### src/rtl/display_scheduler.sv
// display_scheduler: round-robin arbiter for four requesters, each owning a
// BCD word that is serialised to a display as one frame (SHIFT), followed by
// an equally long quiet period (GAP) and a single-cycle completion ack (DONE).
//
// state | meaning
// ------+------------------------------------------------------------
// IDLE  | waiting for any req; grants and latches the word on the same edge
// SHIFT | serialising 4*WORDS bits, BIT_DIV cycles each, enable high
// GAP   | 4*WORDS silent bit periods, data and enable low, bit clock runs
// DONE  | one cycle, ack[cur_owner] pulses, then back to IDLE
module display_scheduler #(
  parameter int WORDS   = 4,
  parameter int BIT_DIV = 4000
) (
  input  logic                  internal_clock,
  input  logic                  RST,
  input  logic [3:0]            req,
  input  logic [16*WORDS-1:0]   value,
  output logic [3:0]            ack,
  output logic                  busy,
  output logic [1:0]            cur_owner,
  output logic                  VALUE_SIGNAL,
  output logic                  ENABLE_SIGNAL,
  output logic                  DATA_CLOCK_SIGNAL
);

  localparam int NBITS = 4 * WORDS;
  localparam int PW    = $clog2(BIT_DIV);
  localparam int BW    = (NBITS > 1) ? $clog2(NBITS) : 1;

  localparam logic [PW-1:0] PRESC_LAST = PW'(BIT_DIV - 1);
  localparam logic [PW-1:0] PRESC_HALF = PW'(BIT_DIV / 2);
  localparam logic [BW-1:0] BITS_LAST  = BW'(NBITS - 1);

  typedef enum logic [1:0] {
    S_IDLE  = 2'd0,
    S_SHIFT = 2'd1,
    S_GAP   = 2'd2,
    S_DONE  = 2'd3
  } state_t;

  state_t            r_state;
  state_t            w_next;
  logic [PW-1:0]     r_presc;
  logic [BW-1:0]     r_bits;
  logic [NBITS-1:0]  r_shift;
  logic [1:0]        r_owner;
  logic [1:0]        r_last;

  logic              w_any;
  logic [1:0]        w_grant;
  logic [NBITS-1:0]  w_raw;
  logic [NBITS-1:0]  w_load;
  logic [3:0]        w_nib;
  logic              w_bit_end;
  logic              w_last_bit;

  assign w_bit_end  = (r_presc == PRESC_LAST);
  assign w_last_bit = (r_bits == '0);

  // Round-robin pick: scan offsets 4..1 so the smallest offset past last owner wins;
  // offset 4 wraps to last owner itself, which therefore ranks behind everyone else.
  always_comb begin
    w_any   = |req;
    w_grant = r_last + 2'd1;
    for (int off = 4; off >= 1; off--) begin
      if (req[r_last + 2'(off)]) begin
        w_grant = r_last + 2'(off);
      end
    end
  end

  // Select the granted word, blank invalid BCD digits, and reorder so the
  // shift register MSB is always the next bit (nibble 0 first, nibble MSB first).
  always_comb begin
    w_raw  = '0;
    w_load = '0;
    w_nib  = '0;
    for (int i = 0; i < 4; i++) begin
      if (w_grant == 2'(i)) begin
        w_raw = value[NBITS*i +: NBITS];
      end
    end
    for (int n = 0; n < WORDS; n++) begin
      w_nib = w_raw[4*n +: 4];
      if (w_nib > 4'd9) begin
        w_nib = 4'hF;
      end
      for (int j = 0; j < 4; j++) begin
        w_load[NBITS-1-(4*n+3-j)] = w_nib[j];
      end
    end
  end

  // State register.
  always_ff @(posedge internal_clock or posedge RST) begin
    if (RST) begin
      r_state <= S_IDLE;
    end else begin
      r_state <= w_next;
    end
  end

  // Next-state logic; SHIFT and GAP both last NBITS bit periods.
  always_comb begin
    w_next = r_state;
    case (r_state)
      S_IDLE:  if (w_any) w_next = S_SHIFT;
      S_SHIFT: if (w_bit_end && w_last_bit) w_next = S_GAP;
      S_GAP:   if (w_bit_end && w_last_bit) w_next = S_DONE;
      S_DONE:  w_next = S_IDLE;
      default: w_next = S_IDLE;
    endcase
  end

  // Datapath: grant/latch in IDLE, prescaler and bit down-counter in SHIFT/GAP.
  always_ff @(posedge internal_clock or posedge RST) begin
    if (RST) begin
      r_presc <= '0;
      r_bits  <= BITS_LAST;
      r_shift <= '0;
      r_owner <= 2'd0;
      r_last  <= 2'd3;
    end else begin
      case (r_state)
        S_IDLE: begin
          if (w_any) begin
            r_shift <= w_load;
            r_owner <= w_grant;
            r_last  <= w_grant;
            r_presc <= '0;
            r_bits  <= BITS_LAST;
          end
        end
        S_SHIFT, S_GAP: begin
          if (w_bit_end) begin
            r_presc <= '0;
            r_shift <= {r_shift[NBITS-2:0], 1'b0};
            r_bits  <= w_last_bit ? BITS_LAST : r_bits - 1'b1;
          end else begin
            r_presc <= r_presc + 1'b1;
          end
        end
        default: ;
      endcase
    end
  end

  // Outputs decode from registered state, so reset clears them immediately.
  always_comb begin
    ack               = '0;
    busy              = (r_state != S_IDLE);
    cur_owner         = r_owner;
    ENABLE_SIGNAL     = (r_state == S_SHIFT);
    VALUE_SIGNAL      = (r_state == S_SHIFT) && r_shift[NBITS-1];
    DATA_CLOCK_SIGNAL = ((r_state == S_SHIFT) || (r_state == S_GAP)) && (r_presc < PRESC_HALF);
    if (r_state == S_DONE) begin
      ack[r_owner] = 1'b1;
    end
  end

endmodule
### config.mk
export PLATFORM = sky130hd
export DESIGN_NAME = display_scheduler
export DESIGN_NICKNAME = d
export VERILOG_FILES = /design/src/rtl/display_scheduler.sv
export SDC_FILE = /design/constraint.sdc
export NUM_CORES = 1
export LEC_CHECK = 0
export ABC_AREA = 1
export CAP_MARGIN = 25
export CORE_UTILIZATION = 30
export DETAILED_ROUTE_END_ITERATION = 10
export PLACE_DENSITY = 0.65
export REMOVE_ABC_BUFFERS = 1
export SLEW_MARGIN = 20
export SYNTH_ARGS = -nofsm -noshare
export SYNTH_HDL_FRONTEND = slang
export SYNTH_SLANG_ARGS = --single-unit
### constraint.sdc
create_clock -name internal_clock -period 2.5 [get_ports internal_clock]
set_input_delay 0.625 -clock internal_clock [delete_from_list [all_inputs] [get_ports internal_clock]]
set_output_delay 0.625 -clock internal_clock [all_outputs]
set_load 0.005 [all_outputs]
; Yosys cells after proc, flatten, opt, wreduce, memory -nomap -nowiden
; Cells that the tools add are included.
[word_totals]
ff_bits = 38
inputBits = 70
output_inout_bits = 10
wordCells = 86
[classes]
addsub = 5
n_lt_le_gt_ge = 11
n_eq_ne = 11
mux = 37
n_reduce_logical = 16
[op_table]
columns = op, count
row1 = $mux W16, 6
row2 = $mux W4, 8
row3 = $pmux W16 S2, 1
row4 = $mux W12, 2
row5 = $pmux W12 S2, 1
row6 = $gt A4 B4 Y1 const B, 4
row7 = $lt A2 B3 Y1 const B, 5
row8 = $mux W2, 7
row9 = $add A12 B1 Y12 const B, 1
row10 = $eq A12 B12 Y1 const B, 1
row11 = $lt A12 B11 Y1 const B, 1
row12 = $bmux W1 S2, 4
row13 = $eq A2 B2 Y1 const B, 4
row14 = $pmux W2 S4, 1
row15 = $pmux W4 S2, 1
row16 = $ne A2 B2 Y1 const B, 3
row17 = $reduce_and A3 Y1, 2
row18 = $mux W1, 5
row19 = $add A2 B2 Y2 const B, 2
row20 = $eq A2 B1 Y1 const B, 2
row21 = $logic_and A1 B1 Y1, 4
row22 = $logic_not A2 Y1, 2
row23 = $logic_not A4 Y1, 1
row24 = $reduce_and A2 Y1, 2
row25 = other kinds (9), 10

; Depth between registers and ports, before layout
; Gate-level depths: netlist of run 1.
[depth]
word_depth = 15
ltp_mapped = 20
ltp_nobuf = 19

; Least setup slack after synthesis of run 1
; No wires, ideal clock.
[synth_timing]
path_type = input to register
from = input port req[0]
to = register r_presc[11]
setup_ns = 0.119
arrival_time_ns = 2.002
required_time_ns = 2.381
setup_slack_ns = 0.379
cell_stages = 9
path_buffers = 0
path_cell_list = nor4_1 nor2_1 a21oi_4 clkinv_1 nand3_1 inv_1 nand3_1 a21oi_1 o21a_1
[synth_via]
elab_chain_len = 3
[synth_lines]
columns = element, line
row1 = "start, declared", 17  ; input logic [3:0] req,
row2 = $reduce_or A4 Y1, 64  ; w_any = |req;
row3 = $ne A2 B2 Y1 (no line), --
row4 = $reduce_and A2 Y1 (no line), --
row5 = "end signal, assigned", 141  ; r_presc <= r_presc + 1'b1;
row6 = "end, declared", 44  ; logic [PW-1:0] r_presc;
; No other way between the ends.
; A chain may end at the register's enable or synchronous reset.

; Final worst setup path of run 1
[layout_timing]
from = register r_state[0]
to = output port DATA_CLOCK_SIGNAL
[layout_via]
elab_chain_len = 3
elab_cells_between_ends = 4
classes_between = eq/ne: 2 / reduce/logical: 2
[layout_lines]
columns = element, line
row1 = "start, declared", 42  ; state_t r_state;
row2 = "start signal, assigned", 100  ; r_state <= w_next;
row3 = $eq A2 B1 Y1 or $eq A2 B2 Y1 (tied branches), 156  ; DATA_CLOCK_SIGNAL = ((r_state == S_SHIFT) || (r_state == S_GAP)) && (r_presc < PRESC_HALF);
row4 = $logic_or A1 B1 Y1 *, 156
row5 = $logic_and A1 B1 Y1 *, 156
row6 = "end, declared", 24  ; output logic DATA_CLOCK_SIGNAL
; Every way passes the cells marked *; elsewhere a longest branch is shown, timed or not.

==> metrics, run 1 <==
Clock Path Buffers=2; Clock Latency Late Sink=0.29 ns; Avg Cell Area, Syn=6.63 sq um; startpoint type of the worst setup path=register; Post-DP HPWL=about 6000 um; initial antenna violation count=0; P_leak=just under 0.002 uW; grt peak-use layer=met2; layout cells sized above 1=17.4%; Synth-to-Final Area Change=47.2%; Worst EP required=1.88 ns; die area=9810 sq um; fmax=429 MHz; CTS clock-pin slew for the worst setup and hold paths=approximately 0.08 ns; Max Slew Vio Count=0; minimum clock period=2.33 ns; final worst slack=between 0.15 and 0.2 ns; sequential fraction of the synthesis area=about a third; leading area contributor after synthesis=dfrtp_1; met1 Use GR=20.0%; ant diodes=0; wirelength, routed=between 7000 and 8000 um; # H-tree levels=2; die height=99.0 um; share of the synthesized area in the top cell type=approximately 28%; Sw Share=34.4%; worst vdd ir=0.235 mV; post-route design area=4160 sq um; Num CTS Buffers=5; clock skew=0.00694 ns; Warnings, synthesis=0; ys flop type=dfrtp_1; Worst-Margin Slew=0.474 ns; Core Region=9200 sq um; detailed-router iteration count before antenna repair=4; Synth cell types=40; net switching power=647 uW; synth top area cells=dfrtp_1, nand2_1, nor2_1; final setup vio count=0; Routed WL per cell=12.1 um; Yosys reg bits=38; antenna viol nets, final=0; Critical Path Fanout Max=4; Final period util=around 93%; post-cts hold buffer count=0; Cell Area, Synth=approximately 2800 sq um; WP data arrival=1.71 ns; placer congestion estimate=0.868; CTS tree=done; GR met3 Demand/Resource=2.70%; routing usage on met2=between 20% and 30%; IO Count=80; sequential share of power=approximately two fifths; fin util=45.2%; Port Buffers=about 80; Internal=1230 uW; status=completed; first-pass GRT wire length=12,800 um; Post-synth EDFFs=0; post-synthesis async set-or-reset flop share=100%; Finished Layout Cells=approximately 640; worst slack at placement=-0.429 ns; pwr/cell area=453 nW/um^2; crit path capture type=output port; vias in the first global route=2,874; CTS Sinks=38; Die Span X=99.0 um; clk root buf=clkbuf_8; dpl cell area=3880 sq um; largest net degree at the start of global routing=39; Max-cap violations=0; routed via count=3,042; Total GRT Usage=about 16%; vias per std cell=~4.7; Hold WC Path Type=register to register; Setup CP Type=register to output port; Starting Density=30.7%; fin nets=606; Iter 0 DRT Violations=between 100 and 150; Comb power frac=36.0%; DRC viols=0; total grt overflow=0; num rows=35; Clk network pwr share=between 20% and 30%; Worst slew margin=between 60 and 70%; placed instance count=627; Syn Inst Count=426; final hold violations=0
==> cell type report <==
class                           count  area [sq um]
Clock inverter                      2          12.5
Inverter                           55           214
Clock buffer                        6          82.6
Timing Repair Buffer              108          1070
Tap cell                          111           139
Fill cell                         952          5040
Sequential cell                    38           962
Multi-Input combinational cell    321          1680
==> layout by cell type (no fill, tap or decap), drive strengths merged, types with 7 or more instances in the layout <==
master and instances:
inv 53, clkdlybuf4s50 74, nor3 19, nand2 142, ha 7, nand4 9
buf 29, a21oi 21, o21ai 22, nor2 49, nand3 30, dfrtp 32
==> through the flow <==
step / hold WS (ns) / power (uW) / setup TNS, ns
after floorplan: 0.442 / 1140 / -0.557
after global placement: 0.455 / 1380 / -3.99
after detailed placement: 0.461 / 1400 / -4.81
after CTS: 0.473 / 1860 / 0
after global routing: 0.488 / 2010 / -0.0342
final: 0.473 / 1880 / 0
==> power by group through the flow <==
stage | registers, uW | clock network, uW | logic, uW
floorplan | 755 | 0 | 390
global placement | 769 | 0 | 613
detailed placement | 774 | 0 | 627
CTS | 763 | 453 | 644
global route | 771 | 476 | 765
finish | 763 | 442 | 677
==> metal layers <==
metal  vias up  part of all wire (%)
met1      1368                    46
met3         6                   4.7
met5         -                     0
met4         0                   1.1
li1       1574                     -
met2        94                    49
==> registers in the layout (all words and copies together) (netlist names) <==
| register | flops |
|---|---|
| cur_owner | 2 |
| r_last | 2 |
| r_bits | 4 |
| r_shift | 16 |
| r_state | 2 |
| r_presc | 12 |
==> what timing repair did <==
action | CTS | global route
endpoints found under the hold margin | 0 | 0
cloned | 0 | 0
pin swaps | 1 | 11
setup buffers | 2 | 4
setup endpoints to repair | 7 | 16
gates resized for setup | 4 | 37
==> critical path: stages (launching register included) <==
cell	delay (ns)
dfrtp_1	0.38
inv_1	0.09
ha_1	0.31
clkinv_1	0.13
a311oi_2	0.25
dlygate4sd2_1	0.26
==> kinds of logic (layout without fill, tap and decap cells) <==
logic type      after synthesis  after routing  share of synthesized area (%)
simple gates                255            255                           40.1
xor+xnor                      1              1                          0.310
fa+ha+maj                     7              7                           3.10
buf+inv                      67            171                           10.2
compound gates               58             58                           12.4
flops                        38             38                           33.9
==> Yosys cell counts, types with 3 or more instances <==
cell type  count
a21oi_1       19
clkbuf_1       6
nor2_1        46
inv_1         44
nand2_2        9
nand3_1       29
o21ai_1        5
inv_2          8
and2_1         3
ha_1           7
o22ai_1        5
dfrtp_1       32
nand2_1      131
dfstp_2        6
buf_6          3
nor3_1        19
o21ai_0       17
nand4_1        9
==> path summary, 6_finish.rpt <==
path | startpoint | to | slack, ns | depth (start not counted)
worst max-delay path | r_state[0] | DATA_CLOCK_SIGNAL | 0.17 | 5
worst min-delay path | r_presc[4] | r_presc[5] | 0.47 | 1
worst max register to register | r_last[0] | r_shift[10] | 0.18 | 18
worst min register to register | r_presc[4] | r_presc[5] | 0.47 | 1
max in group asynchronous | RST | r_bits[1] | 1.39 | 3
min in group asynchronous | RST | r_presc[2] | 0.75 | 3
Note: power is estimated with default switching activity, not from simulation.
==> inputs of run 2 (changes only) <==
==> constraint.sdc (replaced) <==
create_clock -name internal_clock -period 2.4 [get_ports internal_clock]
set_input_delay 0.6 -clock internal_clock [delete_from_list [all_inputs] [get_ports internal_clock]]
set_output_delay 0.6 -clock internal_clock [all_outputs]
set_load 0.005 [all_outputs]
==> metrics, run 2 (synthesis gave the netlist of run 1 again) <==
status=completed; fin nets=612; Finished Layout Cells=roughly 650; Max Slew Vio Count=0; net switching power=676 uW; CP max stage delay=about 0.67 ns; Die Span X=99.0 um; Synth-to-Final Area Change=49.5%; Routed WL per cell=12.1 um; fmax=426 MHz; Hold WC Path Type=register to register; Clock Latency Late Sink=around 0.29 ns; initial antenna violation count=0; max reg flops=16; CTS Sinks=38; Critical Path Most Common Cell=nand2_1; routed via count=3,052; ant diodes=0; reg2reg start=r_last[0]; Final period util=a little over nine tenths; register area=958 sq um; most common cell after layout, fill and taps aside=nand2_1; Worst path slowest cell=dfstp_2; clk root buf=clkbuf_8; num rows=35; largest net degree at the start of global routing=39; Setup CP Type=register to register; post-route design area=4220 sq um; placer congestion estimate=between 0.8 and 0.9; Largest Register=r_shift; Internal=1300 uW; Worst-Margin Slew=about 0.5 ns; Worst EP required=2.57 ns; Max-cap violations=0; minimum clock period=2.34 ns; final hold violations=0; P_leak=0.00195 uW; Core Region=9200 sq um; worst r2r path cells=19; final worst slack=between 0.05 and 0.06 ns; wirelength, routed=7830 um; total grt overflow=0; Worst Hold Slack=roughly 0.48 ns; Worst slew margin=67.6%; sequential share of power=around 40%; worst slack at placement=-0.472 ns; pwr/cell area=468 nW/um^2; CP bufs+invs=4; Clock Path Buffers=2; detailed-router iteration count before antenna repair=5; r2r setup slk=between 0.05 and 0.06 ns; Num CTS Buffers=5; Port Buffers=79; vias per std cell=4.72; Post-DP HPWL=6040 um; Clk network pwr share=22.5%; crit-path leading delay family=simple AND/OR/NAND/NOR gates; CTS clock-pin slew for the worst setup and hold paths=~0.070 ns; vias in the first global route=2,924; # H-tree levels=2; first-pass GRT wire length=13,000 um; RSZ-0062 raised after global routing=yes; WP data arrival=between 2 and 3 ns; dpl cell area=3910 sq um; fillcell total=~950; Total GRT Usage=~16%; die height=between 90 and 100 um; DRC viols=0; crit path capture type=register; IO Count=80; placed instance count=roughly 630; Iter 0 DRT Violations=141; hold endpoint=r_presc[5]; Comb power frac=37.3%; layout cells sized above 1=around 20%; startpoint type of the worst setup path=register; fin util=45.9%; antenna viol nets, final=0; worst-path cell chain=inv_6, nand2_4, nand2_4, inv_4, nand2_1, nand3_2, nand2_2, buf_4, a21oi_4, buf_6, nor2_4, nand2_1, nand3_1, nor2_1, nand2_1, nand2_2, nand2_1, nand2_1, nand2_1; area of the multi-input gates=1720 sq um; Top Registers=r_shift: 16 flops, r_presc: 12 flops, r_bits: 4 flops; die area=9810 sq um; reg2reg end=r_shift[0]; CTS tree=done; Sw Share=34.2%; Critical Path Fanout Max=10; clock skew=0.00994 ns; worst vdd ir=0.244 mV; final setup vio count=0; startpoint of the most critical hold path=r_presc[4]; most frequent cells in the layout=nand2_1, clkdlybuf4s50_1, inv_1, nor2_1, dfrtp_1; Starting Density=30.7%; hold depth=1
-- run 2: power by group through the flow --
stage / registers (uW) / logic, uW / clock network [uW]
floorplan: 787 / 406 / 0
global placement: 801 / 646 / 0
detailed placement: 804 / 661 / 0
CTS: 793 / 703 / 462
global route: 809 / 831 / 484
finish: 794 / 738 / 445
-- run 2: cell type report --
type / instances / share of cell area, %
repair buffers: 114 / 26.1
inverters: 55 / 5.18
multi-input cells: 321 / 40.7
clock buffers: 7 / 2.04
flip-flops and latches: 38 / 22.7
well taps: 111 / 3.29
-- run 2: worst max-delay path by stage --
| stage | startpoint | to | slack [ns] | cells past startpoint |
|---|---|---|---|---|
| after detailed placement | req[3] | r_shift[8] | -0.47 | 16 |
| after floorplan | r_state[1] | r_shift[12] | -0.17 | 8 |
| after global routing | r_last[0] | r_shift[8] | -0.14 | 19 |
| final | r_last[0] | r_shift[0] | 0.06 | 19 |
| after CTS | r_last[0] | r_shift[14] | 0.02 | 18 |
| after global placement | req[3] | r_shift[10] | -0.41 | 16 |
-- run 2: stage by stage --
| stage | power, uW | TNS, ns |
|---|---|---|
| 3_3_place_gp | 1450 | -5.38 |
| 2_1_floorplan | 1190 | -2.33 |
| 3_5_place_dp | 1460 | -6.15 |
| 4_1_cts | 1960 | 0 |
| 5_1_grt | 2120 | -1.47 |
| 6_report | 1980 | 0 |
-- run 2: metal layers --
layer,share of wire (%),global-route usage [%],routed length [um],vias up
met5,0,0,0,-
met4,1.0,4.59,78,0
met3,4.7,2.98,365,6
met2,48,28.7,3760,91
met1,46,20.3,3620,1372
li1,-,-,-,1583
-- run 2: timing repair --
action / in CTS / in global routing
gates resized for setup: 28 / 24
hold endpoints to repair: 0 / 0
setup endpoints to repair: 15 / 16
pin swaps: 13 / 5
setup buffers: 4 / 3
hold buffers: 0 / 0
==> inputs of run 3 (changes only) <==
==> constraint.sdc (replaced) <==
create_clock -name internal_clock -period 2.7 [get_ports internal_clock]
set_input_delay 0.675 -clock internal_clock [delete_from_list [all_inputs] [get_ports internal_clock]]
set_output_delay 0.675 -clock internal_clock [all_outputs]
set_load 0.005 [all_outputs]
==> metrics, run 3 (synthesis gave the netlist of run 1 again) <==
RSZ-0062 raised after global routing=no; Worst Hold Slack=0.473 ns; final hold violations=0; vias in the first global route=2,995; fin nets=601; Clock Latency Late Sink=0.29 ns; antenna viol nets, final=0; Critical Path Fanout Max=9; IO Count=80; clock skew=0.00689 ns; most common cell after layout, fill and taps aside=nand2_1; wirelength, routed=7730 um; Max Slew Vio Count=0; Clock Path Buffers=2; CTS tree=done; worst-path cell chain=nand2_1, nand2_2, inv_2, nand2_2, nand2_1, inv_2, nand2_2, nand2_1, nand2_1, buf_4, nand4_1, nand2_1, a21boi_2, nand2_1, nand2_2, nand2_1, nand2_1, nand2_1; ant diodes=0; Num CTS Buffers=5; die height=99.0 um; detailed-router iteration count before antenna repair=5; pwr/cell area=465 nW/um^2; die area=9810 sq um; Port Buffers=79; Top Registers=r_shift: 16 flops, r_presc: 12 flops, r_bits: 4 flops; register area=962 sq um; Synth-to-Final Area Change=45.2%; routed via count=3,063; fmax=approximately 400 MHz; placer congestion estimate=0.861; dpl cell area=3850 sq um; num rows=35; # H-tree levels=2; max reg flops=16; vias per std cell=4.82; total grt overflow=0; Worst slew margin=between 60 and 70%; worst slack at placement=-0.230 ns; worst vdd ir=0.217 mV; CTS Sinks=38; initial antenna violation count=0; CP max stage delay=0.72 ns; Worst path slowest cell=dfstp_4; first-pass GRT wire length=13,100 um; Hold WC Path Type=register to register; layout cells sized above 1=15.2%; clk root buf=clkbuf_8; most frequent cells in the layout=nand2_1, clkdlybuf4s50_1, nor2_1, inv_1, dfrtp_1; crit-path leading delay family=simple AND/OR/NAND/NOR gates; crit path capture type=register; CTS clock-pin slew for the worst setup and hold paths=0.08 ns; area of the multi-input gates=1640 sq um; CP bufs+invs=3; Final period util=90.6%; status=completed; startpoint type of the worst setup path=register; WP data arrival=2.62 ns; Starting Density=30.7%; Setup CP Type=register to register; Post-DP HPWL=5950 um; Routed WL per cell=around 12 um; final worst slack=0.255 ns; fillcell total=921; Worst EP required=approximately 2.9 ns; Max-cap violations=0; Core Region=9200 sq um; DRC viols=0; Total GRT Usage=16.3%; largest net degree at the start of global routing=39; Iter 0 DRT Violations=112; post-cts hold buffer count=0; Worst-Margin Slew=0.482 ns; Critical Path Most Common Cell=nand2_1; final setup vio count=0; P_leak=0.00192 uW; minimum clock period=2.45 ns; Die Span X=99.0 um; post-route design area=a little over 4000 sq um; Largest Register=r_shift
==> run 3: cell types whose count changed in the layout (fill, tap and decap cells not counted), moves of 4 or more <==
cell / previous run / this run
buf_6: 5 / 1
dlygate4sd2_1: 5 / 1
nor2_1: 40 / 46
buf_4: 27 / 21
nand2_4: 5 / 1
dlymetal6s2s_1: 0 / 4
nor2_2: 6 / 1
nand2_1: 120 / 126
==> run 3: metrics by stage <==
step / total power (uW) / setup TNS (ns) / cells / utilization, %
after floorplan: 1060 / 0 / 414 / -
after global placement: 1280 / -1.95 / 625 / 41.9
after detailed placement: 1290 / -1.96 / 625 / 41.9
after CTS: 1890 / 0 / 634 / 43.5
after global routing: 2050 / 0 / 636 / 44.6
final: 1910 / 0 / 636 / 44.6
==> run 3: timing repair <==
| action | in CTS | in global routing |
|---|---|---|
| pin swaps | 0 | 9 |
| setup endpoints to repair | 1 | 12 |
| gates cloned | 0 | 0 |
| resized for setup | 2 | 22 |
| buffers inserted | 1 | 2 |
| endpoints found under the hold margin | 0 | 0 |
==> run 3: layout make-up <==
class                   count  area share [%]
flip-flops and latches     38            23.5
clock buffers               6            2.01
multi-input cells         321            39.9
well taps                 111            3.39
repair buffers            103            24.6
inverters                  55            5.22
clock inverters             2            1.46
==> run 3: worst paths after layout <==
kind                       slack [ns]            to  cells after the start       start
max                              0.25   r_shift[10]                     18   r_last[0]
min                              0.47    r_presc[5]                      1  r_presc[4]
max reg2reg                      0.25   r_shift[10]                     18   r_last[0]
min reg2reg                      0.47    r_presc[5]                      1  r_presc[4]
max in group asynchronous        1.54     r_bits[1]                      3         RST
min in group asynchronous        0.81  cur_owner[0]                      3         RST
==> run 3: power breakdown <==
part / internal [uW] / switching, uW
sequential: 645 / 61.7
combinational: 283 / 323
clock: 394 / 201
total: 1320 / 585
==> run 3: layer usage <==
metal,vias up,global-route usage [%],wire length [um]
met5,-,0,0
met2,106,27.2,3670
met1,1382,20.9,3510
met3,12,3.19,377
li1,1563,-,-
met4,0,6.08,168
